## src/rtl/miriscv_decode_pkg.sv

```systemverilog
// miriscv_decode_pkg: decoded bundle type, select encodings and SYSTEM constants
package miriscv_decode_pkg;
  localparam logic [4:0]  OPC_SYSTEM   = 5'b11100;
  localparam logic [31:0] INSTR_ECALL  = 32'h0000_0073;
  localparam logic [31:0] INSTR_EBREAK = 32'h0010_0073;
  localparam logic [6:0]  F7_BASE      = 7'h00;
  localparam logic [6:0]  F7_ALT       = 7'h20;
  localparam logic [6:0]  F7_MDU       = 7'h01;
  localparam logic [3:0]  ALU_ADD      = 4'b0000;

  typedef enum logic [1:0] {OP1_RS1, OP1_PC, OP1_ZERO} op1_sel_e;
  typedef enum logic {OP2_RS2, OP2_IMM} op2_sel_e;
  typedef enum logic [1:0] {WB_ALU, WB_MEM, WB_PC4, WB_MDU} wb_src_e;

  typedef struct packed {
    logic        illegal;
    logic [31:0] pc;
    logic [31:0] instr;
    logic [4:0]  rs1;
    logic [4:0]  rs2;
    logic [4:0]  rd;
    logic        rs1_re;
    logic        rs2_re;
    logic [31:0] imm;
    op1_sel_e    op1_sel;
    op2_sel_e    op2_sel;
    logic [3:0]  alu_op;
    logic        mdu_req;
    logic [2:0]  mdu_op;
    logic        mem_req;
    logic        mem_we;
    logic [2:0]  mem_size;
    logic        wb_we;
    wb_src_e     wb_src;
    logic        jal;
    logic        jalr;
    logic        branch;
    logic        fence;
    logic        load;
    logic        ecall;
    logic        ebreak;
  } decode_bundle_t;
endpackage

```

## src/rtl/miriscv_opcodes_pkg.sv

```systemverilog
// miriscv_opcodes_pkg: RV32I major opcodes, instr[6:2]
package miriscv_opcodes_pkg;
  localparam logic [4:0] OPC_LOAD     = 5'b00000;
  localparam logic [4:0] OPC_MISC_MEM = 5'b00011;
  localparam logic [4:0] OPC_OPIMM    = 5'b00100;
  localparam logic [4:0] OPC_AUIPC    = 5'b00101;
  localparam logic [4:0] OPC_STORE    = 5'b01000;
  localparam logic [4:0] OPC_OP       = 5'b01100;
  localparam logic [4:0] OPC_LUI      = 5'b01101;
  localparam logic [4:0] OPC_BRANCH   = 5'b11000;
  localparam logic [4:0] OPC_JALR     = 5'b11001;
  localparam logic [4:0] OPC_JAL      = 5'b11011;
endpackage

```

## src/rtl/miriscv_decode_logic.sv

```systemverilog
// miriscv_decode_logic: combinational RV32I(M) decoder; pc is filled in by the caller
module miriscv_decode_logic
  import miriscv_opcodes_pkg::*;
  import miriscv_decode_pkg::*;
#(
  parameter int unsigned RV32M     = 1,
  parameter int unsigned SYSTEM_EN = 1
) (
  input  logic [31:0]    instr_i,
  output decode_bundle_t bundle_o
);
  logic [4:0] opc;
  logic [2:0] f3;
  logic [6:0] f7;
  logic       ill;
  decode_bundle_t b;
  always_comb begin
    opc = instr_i[6:2];
    f3 = instr_i[14:12];
    f7 = instr_i[31:25];
    b = '0;
    b.instr = instr_i;
    b.rs1 = instr_i[19:15];
    b.rs2 = instr_i[24:20];
    b.rd = instr_i[11:7];
    b.mdu_op = f3;
    b.mem_size = f3;
    b.alu_op = ALU_ADD;
    b.op1_sel = OP1_RS1;
    b.op2_sel = OP2_IMM;
    b.wb_src = WB_ALU;
    b.imm = {{20{instr_i[31]}}, instr_i[31:20]};
    ill = instr_i[1:0] != 2'b11;
    case (opc)
      OPC_OP: begin
        b.rs1_re = 1'b1;
        b.rs2_re = 1'b1;
        b.wb_we = 1'b1;
        b.op2_sel = OP2_RS2;
        b.alu_op = {f7[5], f3};
        b.mdu_req = f7 == F7_MDU;
        b.wb_src = (f7 == F7_MDU) ? WB_MDU : WB_ALU;
        ill = ill || !(f7 inside {F7_BASE, F7_ALT, F7_MDU})
                  || (f7 == F7_ALT && !(f3 inside {3'b000, 3'b101}))
                  || (f7 == F7_MDU && RV32M == 0);
      end
      OPC_OPIMM: begin
        b.rs1_re = 1'b1;
        b.wb_we = 1'b1;
        b.alu_op = {f3 == 3'b101 && f7[5], f3};
        ill = ill || (f3 == 3'b001 && f7 != F7_BASE)
                  || (f3 == 3'b101 && !(f7 inside {F7_BASE, F7_ALT}));
      end
      OPC_LOAD: begin
        b.rs1_re = 1'b1;
        b.wb_we = 1'b1;
        b.mem_req = 1'b1;
        b.load = 1'b1;
        b.wb_src = WB_MEM;
        ill = ill || (f3 inside {3'd3, 3'd6, 3'd7});
      end
      OPC_STORE: begin
        b.rs1_re = 1'b1;
        b.rs2_re = 1'b1;
        b.mem_req = 1'b1;
        b.mem_we = 1'b1;
        b.imm = {{20{instr_i[31]}}, instr_i[31:25], instr_i[11:7]};
        ill = ill || f3 > 3'd2;
      end
      OPC_BRANCH: begin
        b.rs1_re = 1'b1;
        b.rs2_re = 1'b1;
        b.branch = 1'b1;
        b.op2_sel = OP2_RS2;
        b.alu_op = {1'b0, f3};
        b.imm = {{19{instr_i[31]}}, instr_i[31], instr_i[7], instr_i[30:25], instr_i[11:8], 1'b0};
        ill = ill || (f3 inside {3'd2, 3'd3});
      end
      OPC_JAL: begin
        b.jal = 1'b1;
        b.wb_we = 1'b1;
        b.op1_sel = OP1_PC;
        b.wb_src = WB_PC4;
        b.imm = {{11{instr_i[31]}}, instr_i[31], instr_i[19:12], instr_i[20], instr_i[30:21], 1'b0};
      end
      OPC_JALR: begin
        b.jalr = 1'b1;
        b.rs1_re = 1'b1;
        b.wb_we = 1'b1;
        b.wb_src = WB_PC4;
        ill = ill || f3 != 3'd0;
      end
      OPC_LUI, OPC_AUIPC: begin
        b.wb_we = 1'b1;
        b.op1_sel = (opc == OPC_LUI) ? OP1_ZERO : OP1_PC;
        b.imm = {instr_i[31:12], 12'h000};
      end
      OPC_MISC_MEM: begin
        b.fence = 1'b1;
        ill = ill || f3 != 3'd0;
      end
      OPC_SYSTEM: begin
        b.ecall = instr_i == INSTR_ECALL;
        b.ebreak = instr_i == INSTR_EBREAK;
        ill = ill || SYSTEM_EN == 0 || !(b.ecall || b.ebreak);
      end
      default: ill = 1'b1;
    endcase
    // an illegal word must not cause any side effect downstream
    if (ill) begin
      b.wb_we = 1'b0;
      b.mem_req = 1'b0;
      b.mem_we = 1'b0;
      b.mdu_req = 1'b0;
      b.branch = 1'b0;
      b.jal = 1'b0;
      b.jalr = 1'b0;
      b.fence = 1'b0;
      b.load = 1'b0;
      b.ecall = 1'b0;
      b.ebreak = 1'b0;
      b.rs1_re = 1'b0;
      b.rs2_re = 1'b0;
    end
    b.illegal = ill;
  end
  assign bundle_o = b;
endmodule

```

## src/rtl/miriscv_decode_stage.sv

```systemverilog
// miriscv_decode_stage: instruction queue feeding a registered decode output
module miriscv_decode_stage
  import miriscv_decode_pkg::*;
#(
  parameter int unsigned DEPTH     = 4,
  parameter int unsigned RV32M     = 1,
  parameter int unsigned SYSTEM_EN = 1
) (
  input  logic                     clk_i,
  input  logic                     rst_n_i,
  input  logic                     flush_i,
  input  logic                     f_valid_i,
  output logic                     f_ready_o,
  input  logic [31:0]              f_instr_i,
  input  logic [31:0]              f_pc_i,
  output logic                     d_valid_o,
  input  logic                     d_ready_i,
  output decode_bundle_t           d_bundle_o,
  output logic [$clog2(DEPTH):0]   q_count_o
);
  localparam int unsigned AW = $clog2(DEPTH);
  logic [31:0] instr_mem [DEPTH];
  logic [31:0] pc_mem [DEPTH];
  logic [AW-1:0] wptr_q, wptr_d, rptr_q, rptr_d;
  logic [AW:0] cnt_q, cnt_d;
  logic valid_q, valid_d, push, pop;
  decode_bundle_t bundle_q, bundle_d, dec;
  miriscv_decode_logic #(.RV32M(RV32M), .SYSTEM_EN(SYSTEM_EN)) u_logic (
    .instr_i  (instr_mem[rptr_q]),
    .bundle_o (dec)
  );
  assign f_ready_o = cnt_q != (AW+1)'(DEPTH);
  assign d_valid_o = valid_q;
  assign d_bundle_o = bundle_q;
  assign q_count_o = cnt_q;
  always_comb begin
    push = f_valid_i && f_ready_o;
    pop = (cnt_q != '0) && (!valid_q || d_ready_i);
    wptr_d = flush_i ? '0 : wptr_q + AW'(push);
    rptr_d = flush_i ? '0 : rptr_q + AW'(pop);
    cnt_d = flush_i ? '0 : cnt_q + (AW+1)'(push) - (AW+1)'(pop);
    valid_d = !flush_i && (pop || (valid_q && !d_ready_i));
    bundle_d = bundle_q;
    if (pop && !flush_i) begin
      bundle_d = dec;
      bundle_d.pc = pc_mem[rptr_q];
    end
  end
  always_ff @(posedge clk_i) begin
    if (!rst_n_i) begin
      wptr_q <= '0;
      rptr_q <= '0;
      cnt_q <= '0;
      valid_q <= 1'b0;
      bundle_q <= '0;
    end else begin
      wptr_q <= wptr_d;
      rptr_q <= rptr_d;
      cnt_q <= cnt_d;
      valid_q <= valid_d;
      bundle_q <= bundle_d;
    end
  end
  // storage is never reset; occupancy alone decides what is live
  always_ff @(posedge clk_i) begin
    if (push && !flush_i) begin
      instr_mem[wptr_q] <= f_instr_i;
      pc_mem[wptr_q] <= f_pc_i;
    end
  end
endmodule

```

## config.mk

```make
export PLATFORM = sky130hd
export DESIGN_NAME = miriscv_decode_stage
export DESIGN_NICKNAME = d
export VERILOG_FILES = /design/src/rtl/miriscv_decode_pkg.sv /design/src/rtl/miriscv_opcodes_pkg.sv /design/src/rtl/miriscv_decode_logic.sv /design/src/rtl/miriscv_decode_stage.sv
export SDC_FILE = /design/constraint.sdc
export NUM_CORES = 1
export LEC_CHECK = 0
export ABC_CLOCK_PERIOD_IN_PS = 22100
export BUFFER_PORTS_ARGS = -buffer_cell sky130_fd_sc_hd__buf_2
export CAP_MARGIN = 20
export CORE_ASPECT_RATIO = 0.8
export CORE_MARGIN = 2
export CORE_UTILIZATION = 40
export CTS_CLUSTER_SIZE = 14
export DETAILED_ROUTE_END_ITERATION = 8
export SYNTH_ARGS = -nofsm -noshare
export SYNTH_HDL_FRONTEND = slang
export SYNTH_SLANG_ARGS = --single-unit
```

## constraint.sdc

```tcl
create_clock -name clk_i -period 22.1 [get_ports clk_i]
set_input_delay 2.21 -clock clk_i [delete_from_list [all_inputs] [get_ports clk_i]]
set_output_delay 2.21 -clock clk_i [all_outputs]
set_load 0.02 [all_outputs]
```

==> key figures, run 1 <==
Status
  • Status: complete, no violations

Yosys
  • Simple-gate share of the synthesized area: 0.0870
  • Yosys warnings: 0
  • FF+latch count, synth: 382
  • Adder-cell share of the synthesized area: 0.00475
  • Mapped Avg Cell Area: 14.7 µm²
  • Post-Synthesis Net Count: 1077
  • Main combinational cell family by area after synthesis: multiplexers
  • Top FF cell, synth: edfxtp_1
  • Multiplexer area fraction after synthesis: 0.101
  • Compound-Gate Fraction of Synth Area: 0.0796
  • Number of flops mapped to enable cells by yosys: 256
  • XOR/XNOR share of the synthesized area: 0.00356
  • Mapped Cells: 1003
  • Async set or reset register ratio after synthesis: 0
  • Synth unique cells: 62
  • Sequential-to-total area share from yosys stat: 0.692
  • Post-Syn Area: 14800 µm²

Setup path
  • Startpoint types: primary input
  • Reg-to-reg setup timing slack: 18060 ps
  • FF-to-FF Start: rptr_q[0]
  • Critical Path RT: 22520 ps
  • Setup CP Type: primary input to flip-flop
  • CP max FO: 58
  • CP endpoint kind: flip-flop
  • CP endpoint: d_bundle_o[139]
  • Worst R2R End: d_bundle_o[6]
  • FF-to-FF path depth: 7
  • Critical path origin: flush_i
  • CP arrival: 4560 ps

Hold path
  • HP Class: flip-flop to flip-flop
  • Hold Crit Start: d_bundle_o[2]

Clock network
  • CTS Root Cell: clkbuf_16
  • TritonCTS Sinks: 382
  • Clock buffer depth: 3
  • Skew-Pair Late Insertion Delay: 540 ps
  • Hold buffer count at cts: 0
  • CTS tree: yes
  • Cts repair resizes: 0
  • Post-CTS setup buffers: 0
  • Reg clk slew, reported paths: 60 ps
  • # H-tree levels: 2
  • Total CTS buffers: 40

STA
  • Max_slew headroom: 0.335
  • Layout Skew: 21.1 ps
  • Max Freq: 0.242 GHz
  • Final setup viols: 0
  • Final worst path period need: 4130 ps
  • Final-report hold violation count: 0
  • RSZ-0062 raised after global routing: false
  • Worst Tran Pin Value: 997 ps
  • Fin crit share: 0.187
  • Max Slew Vio Count: 0
  • Setup TNS: 0 ps

Layout
  • Multi-input gate area in the final layout: 4110 µm²
  • Share of layout cells above drive strength 1: 0.303
  • Layout area overhead: 18.8%
  • Most frequent cells in the layout: edfxtp_1 (256), buf_2 (212), nand2_1 (157)
  • Most common cell after layout, fill and taps aside: edfxtp_1
  • FF/Latch Area: 10200 µm²
  • Fin nets: 1261
  • Final Util: 0.485
  • Fillers: 3239

GRT
  • Vias in the first global route: 8921
  • Initial antenna violation count: 7
  • Largest net degree at the start of global routing: 122
  • Global Route Usage Sum: 0.186
  • Grt ovf: 0
  • First-pass GRT wire length: 54000 µm

Floorplan
  • Row count: 62
  • Starting Density: 0.408
  • I/O pin total: 214
  • Die ar.: 38400 µm²
  • Die H: 176 µm
  • Die X: 219 µm
  • CORE AREA: 36100 µm²

Route
  • DR vias: 8992
  • Iter 0 DRT Violations: 615
  • DRC: 0
  • Via density: 5.29
  • Routed Antenna Nets: 0
  • Final wirelength: 36100 µm
  • Per-cell routed wire length: 21.2 µm
  • DRT Pass-1 Iters: 5

Placement
  • I/O Buffers: 213
  • Post-DP HPWL: 22000 µm
  • Routability Congestion: 0.848

Pwr
  • LEAKAGE: 6.22 nW
  • VDD IR max: 0.0000957 V
  • Power Dens Cells: 119 nW/µm²

Flow run
  • Max-cap violations: 0
[metal layers]
| layer | wire length (µm) | GRT usage | part of all wire | vias to the layer above |
|---|---|---|---|---|
| met2 | 16500 | 0.293 | 0.46 | 274 |
| met4 | 971 | 0.0549 | 0.027 | 10 |
| met5 | 60 | 0 | 0.0017 | - |
| li1 | - | - | - | 4111 |
| met1 | 16200 | 0.258 | 0.45 | 4528 |
| met3 | 2390 | 0.0435 | 0.066 | 69 |
[kinds of logic (layout without fill, tap and decap cells)]
logic type / count (synthesis) / after routing
and+or+nand+nor: 275 / 275
muxes: 67 / 67
xor gates and xnor gates: 6 / 6
adders and majority gates: 5 / 5
buffers and inverters: 90 / 306
DFF: 382 / 382
other: 0 / 2
AOI/OAI and AO/OA: 178 / 178
[final cells by class]
| type | instances | share of cell area |
|---|---|---|
| Multi-Input combinational cell | 531 | 0.235 |
| Tap cell | 480 | 0.0343 |
| Sequential cell | 382 | 0.583 |
| Inverter | 5 | 0.00107 |
| Clock buffer | 57 | 0.0654 |
| Timing Repair Buffer | 227 | 0.0688 |
| Clock inverter | 17 | 0.0126 |
| Antenna cell | 2 | 0.000286 |
[worst max-delay path, cell delays in order]
cell	delay, ps
buf_2	140
nor3_2	170
buf_4	490
buf_4	650
o311a_1	290
nand3_2	210
o221a_1	290
[synth_stat cells (all sizes together), types with 3 or more instances]
master | number | area [µm²]
nor3 | 7 | 35.0
clkbuf | 45 | 169
xnor2 | 4 | 35.0
a21boi | 70 | 529
nand2b | 6 | 37.5
dfxtp | 126 | 2520
nand4 | 8 | 50.1
and2 | 12 | 75.1
or2 | 4 | 25.0
nor4 | 9 | 75.1
a221oi | 6 | 58.8
nand2 | 157 | 589
mux4 | 64 | 1460
o21ai | 39 | 195
nand3 | 9 | 50.1
edfxtp | 256 | 7690
ha | 4 | 50.1
buf | 40 | 282
a21oi | 41 | 205
nor2b | 20 | 125
inv | 5 | 18.8
a22oi | 5 | 37.5
nor2 | 29 | 111
o21a | 3 | 22.5
[how the worst min path moves through the flow]
stage                                 to  slack (ps)  depth (start not counted)
final                      d_bundle_o[2]         450                          2
after global routing      d_bundle_o[13]         470                          2
after CTS                  d_bundle_o[4]         450                          2
after detailed placement   d_bundle_o[4]         440                          2
after global placement    d_bundle_o[14]         430                          2
after floorplan           d_bundle_o[14]         520                          2
[through the flow]
step                power, W  std cells  area (µm²)  worst slack (ps)  hold WS, ps
global route         0.00218       1699       17500             17650          466
finish               0.00208       1701       17500             17970          447
detailed placement   0.00140       1623       16100             17420          439
floorplan            0.00124       1003       14800             13090          523
global placement     0.00139       1623       16100             17470          435
CTS                  0.00210       1697       17500             17980          448
[sequential cells by signal, indices dropped and copies added (netlist names)]
signal and flops:
d_bundle_o 118, d_valid_o 1, instr_mem 128, pc_mem 128, wptr_q 2, rptr_q 2
q_count_o 3
[where the power goes]
group          total (W)  switching, W  internal (W)
Sequential      0.000892     0.0000553      0.000837
Clock           0.000697      0.000276      0.000421
Combinational   0.000493      0.000320      0.000173
Total            0.00208      0.000652       0.00143
Note: power is estimated with default switching activity, not from simulation.
==> run 2, diff against run 1 <==
--- a/config.mk
+++ b/config.mk
@@ -5,7 +5,7 @@
 export SDC_FILE = /design/constraint.sdc
 export NUM_CORES = 1
 export LEC_CHECK = 0
-export ABC_CLOCK_PERIOD_IN_PS = 22100
+export ABC_CLOCK_PERIOD_IN_PS = 4200
 export BUFFER_PORTS_ARGS = -buffer_cell sky130_fd_sc_hd__buf_2
 export CAP_MARGIN = 20
 export CORE_ASPECT_RATIO = 0.8
==> constraint.sdc (replaced) <==
create_clock -name clk_i -period 4.2 [get_ports clk_i]
set_input_delay 0.42 -clock clk_i [delete_from_list [all_inputs] [get_ports clk_i]]
set_output_delay 0.42 -clock clk_i [all_outputs]
set_load 0.02 [all_outputs]
==> run 2 against run 1 <==
Net effect:
- core utilization is 0.069 points higher
- sequential share of layout area is 0.083 points lower
- via count fell by 1.1%
- worst hold slack worse by 340 ps
- global-route usage is 0.18 points lower
- critical endpoint is now d_bundle_o[58]
==> key figures, run 2 (synthesis gave the netlist of run 1 again) <==
Layout
  • Layout area overhead: 19.0%
  • Share of layout cells above drive strength 1: 0.306 (+0.00360)
  • Most frequent cells in the layout: edfxtp_1 (256), buf_2 (212), nand2_1 (157)
  • Most common cell after layout, fill and taps aside: edfxtp_1
  • Finished Layout Cells: 1705 (+0.24%)
  • Fillers: 3203 (-1.1%)
  • Fin nets: 1265 (+0.32%)

Clock network
  • TritonCTS Sinks: 382 (unchanged)
  • Skew-Pair Late Insertion Delay: 530 ps (about the same)
  • Clock buffer depth: 3 (unchanged)
  • CTS Root Cell: clkbuf_16
  • Hold buffer count at cts: 0 (unchanged)
  • Cts repair resizes: 0 (unchanged)
  • Total CTS buffers: 40 (unchanged)
  • # H-tree levels: 2 (unchanged)
  • Reg clk slew, reported paths: 60 ps (about the same)
  • CTS tree: yes
  • Post-CTS setup buffers: 0 (unchanged)

Route
  • Met1 Routed Length: 15800 µm (-2.8%)
  • Routed Antenna Nets: 0 (unchanged)
  • Met2 wire length: 16500 µm (+0.11%)
  • DRT Pass-1 Iters: 5 (unchanged)
  • Per-cell routed wire length: 21.0 µm (-1.2%)
  • Final wirelength: 35700 µm (-1.0%)
  • Via density: 5.21 (-1.4%)
  • DRC: 0 (unchanged)
  • Iter 0 DRT Violations: 663 (+7.8%)
  • Top sig layer: met5
  • Met3 wire len: 2850 µm (+19%)
  • DR vias: 8890 (-1.1%)

Hold path
  • Hold Crit Start: f_instr_i[9]
  • HP Class: primary input to flip-flop

GRT
  • First-pass GRT wire length: 53200 µm (-1.6%)
  • Largest net degree at the start of global routing: 80 (-34%)
  • Vias in the first global route: 8634 (-3.2%)
  • Grt ovf: 0 (unchanged)
  • Global Route Usage Sum: 0.184 (-0.00178)
  • Initial antenna violation count: 7 (unchanged)

Placement
  • Dpl cells: 1629 (+0.37%)
  • Post-DP HPWL: 23000 µm (+4.7%)
  • I/O Buffers: 213 (unchanged)
  • Routability Congestion: 0.834 (-1.6%)

Pwr
  • Sw Ratio: 0.309 (-0.00388)
  • Switching pwr: 0.00337 W (+420%)
  • Clock power frac: 0.334 (about the same)
  • Comb pwr share: 0.238 (about the same)
  • Internal: 0.00754 W (+430%)
  • Power, Total: 0.0109 W (+420%)
  • Sequential power share: 0.427 (about the same)
  • LEAKAGE: 6.24 nW (+0.32%)
  • VDD IR max: 0.000438 V (+360%)
  • Power Dens Cells: 622 nW/µm² (+420%)

STA
  • Max Slew Vio Count: 0 (unchanged)
  • Layout Skew: 19.6 ps (-1.56 ps)
  • Max_slew headroom: 0.302 (-0.0339)
  • Setup TNS: 0 ps (unchanged)
  • Final setup viols: 0 (unchanged)
  • RSZ-0062 raised after global routing: false
  • Max Freq: 0.305 GHz
  • Fin crit share: 0.779
  • Hold Slack: 107 ps (-340 ps)
  • Final worst path period need: 3270 ps
  • Final-report hold violation count: 0 (unchanged)
  • Worst Tran Pin Value: 1050 ps (+50.8 ps)

Setup path
  • CP max FO: 26 (-55%)
  • FF-to-FF Start: rptr_q[0]
  • CP arrival: 3720 ps (-840 ps)
  • Critical path origin: rptr_q[0]
  • Critical Path RT: 4650 ps (-17870 ps)
  • Startpoint types: flip-flop
  • CP endpoint kind: flip-flop
  • Setup CP Type: flip-flop to flip-flop

Flow run
  • Max-cap violations: 0 (unchanged)

Floorplan
  • CORE AREA: 36100 µm² (unchanged)
  • Die ar.: 38400 µm² (unchanged)
  • I/O pin total: 214 (unchanged)
  • Row count: 62 (unchanged)
  • Die H: 176 µm (unchanged)
  • Die X: 219 µm (unchanged)
  • Starting Density: 0.408 (unchanged)

Status
  • Status: complete, no violations
-- run 2: cell count changes in the layout (fill, tap and decap cells not counted) --
cell      change
clkbuf_8      +2
nor4_4        +1
clkinv_1      +1
diode_2       +2
buf_4         +5
clkinv_2      +1
buf_16        -1
inv_4         +1
nor4_2        -1
inv_6         -3
clkbuf_1      -4
-- run 2: through the flow --
stage                     utilization  setup WS [ps]  area, µm²
after global routing            0.485            595      17500
final                           0.486            926      17600
after global placement          0.447            917      16200
after detailed placement        0.447            895      16200
after CTS                       0.485            876      17500
after floorplan                     -           -127      14800
-- run 2: final timing paths --
kind | end | cells after the start | slack [ps]
worst min register to register | d_bundle_o[13] | 2 | 460
worst min-delay path | instr_mem[0][9] | 1 | 110
worst max-delay path | d_bundle_o[58] | 7 | 930
worst max register to register | d_bundle_o[58] | 7 | 930
-- run 2: area by class of cell --
type / count / area (µm²) / share of cell area
flip-flops and latches: 382 / 10200 / 0.582
multi-input cells: 531 / 4120 / 0.235
repair buffers: 231 / 1220 / 0.0693
clock buffers: 55 / 1160 / 0.0660
well taps: 480 / 601 / 0.0342
clock inverters: 17 / 210 / 0.0120
inverters: 5 / 18.8 / 0.00107
diodes: 4 / 10.0 / 0.000570
-- run 2: power groups by stage --
stage | logic [W] | clock network [W] | registers, W
floorplan | 0.00153 | 0 | 0.00500
global placement | 0.00261 | 0 | 0.00474
detailed placement | 0.00264 | 0 | 0.00475
CTS | 0.00264 | 0.00374 | 0.00467
global route | 0.00285 | 0.00388 | 0.00472
finish | 0.00260 | 0.00365 | 0.00466
-- run 2: routing by layer --
metal	up-vias	global-route usage
met5	-	0
met4	8	0.0383
met3	61	0.0466
met2	310	0.290
met1	4396	0.259
li1	4115	-
-- run 2: critical path, stage by stage, from the launching register on --
cell and delay, ps:
dfxtp_4 680, buf_4 420, mux4_2 620, nand2b_1 100, nand4_1 140, a221oi_2 790, o2111ai_1 260, o21ai_1 170
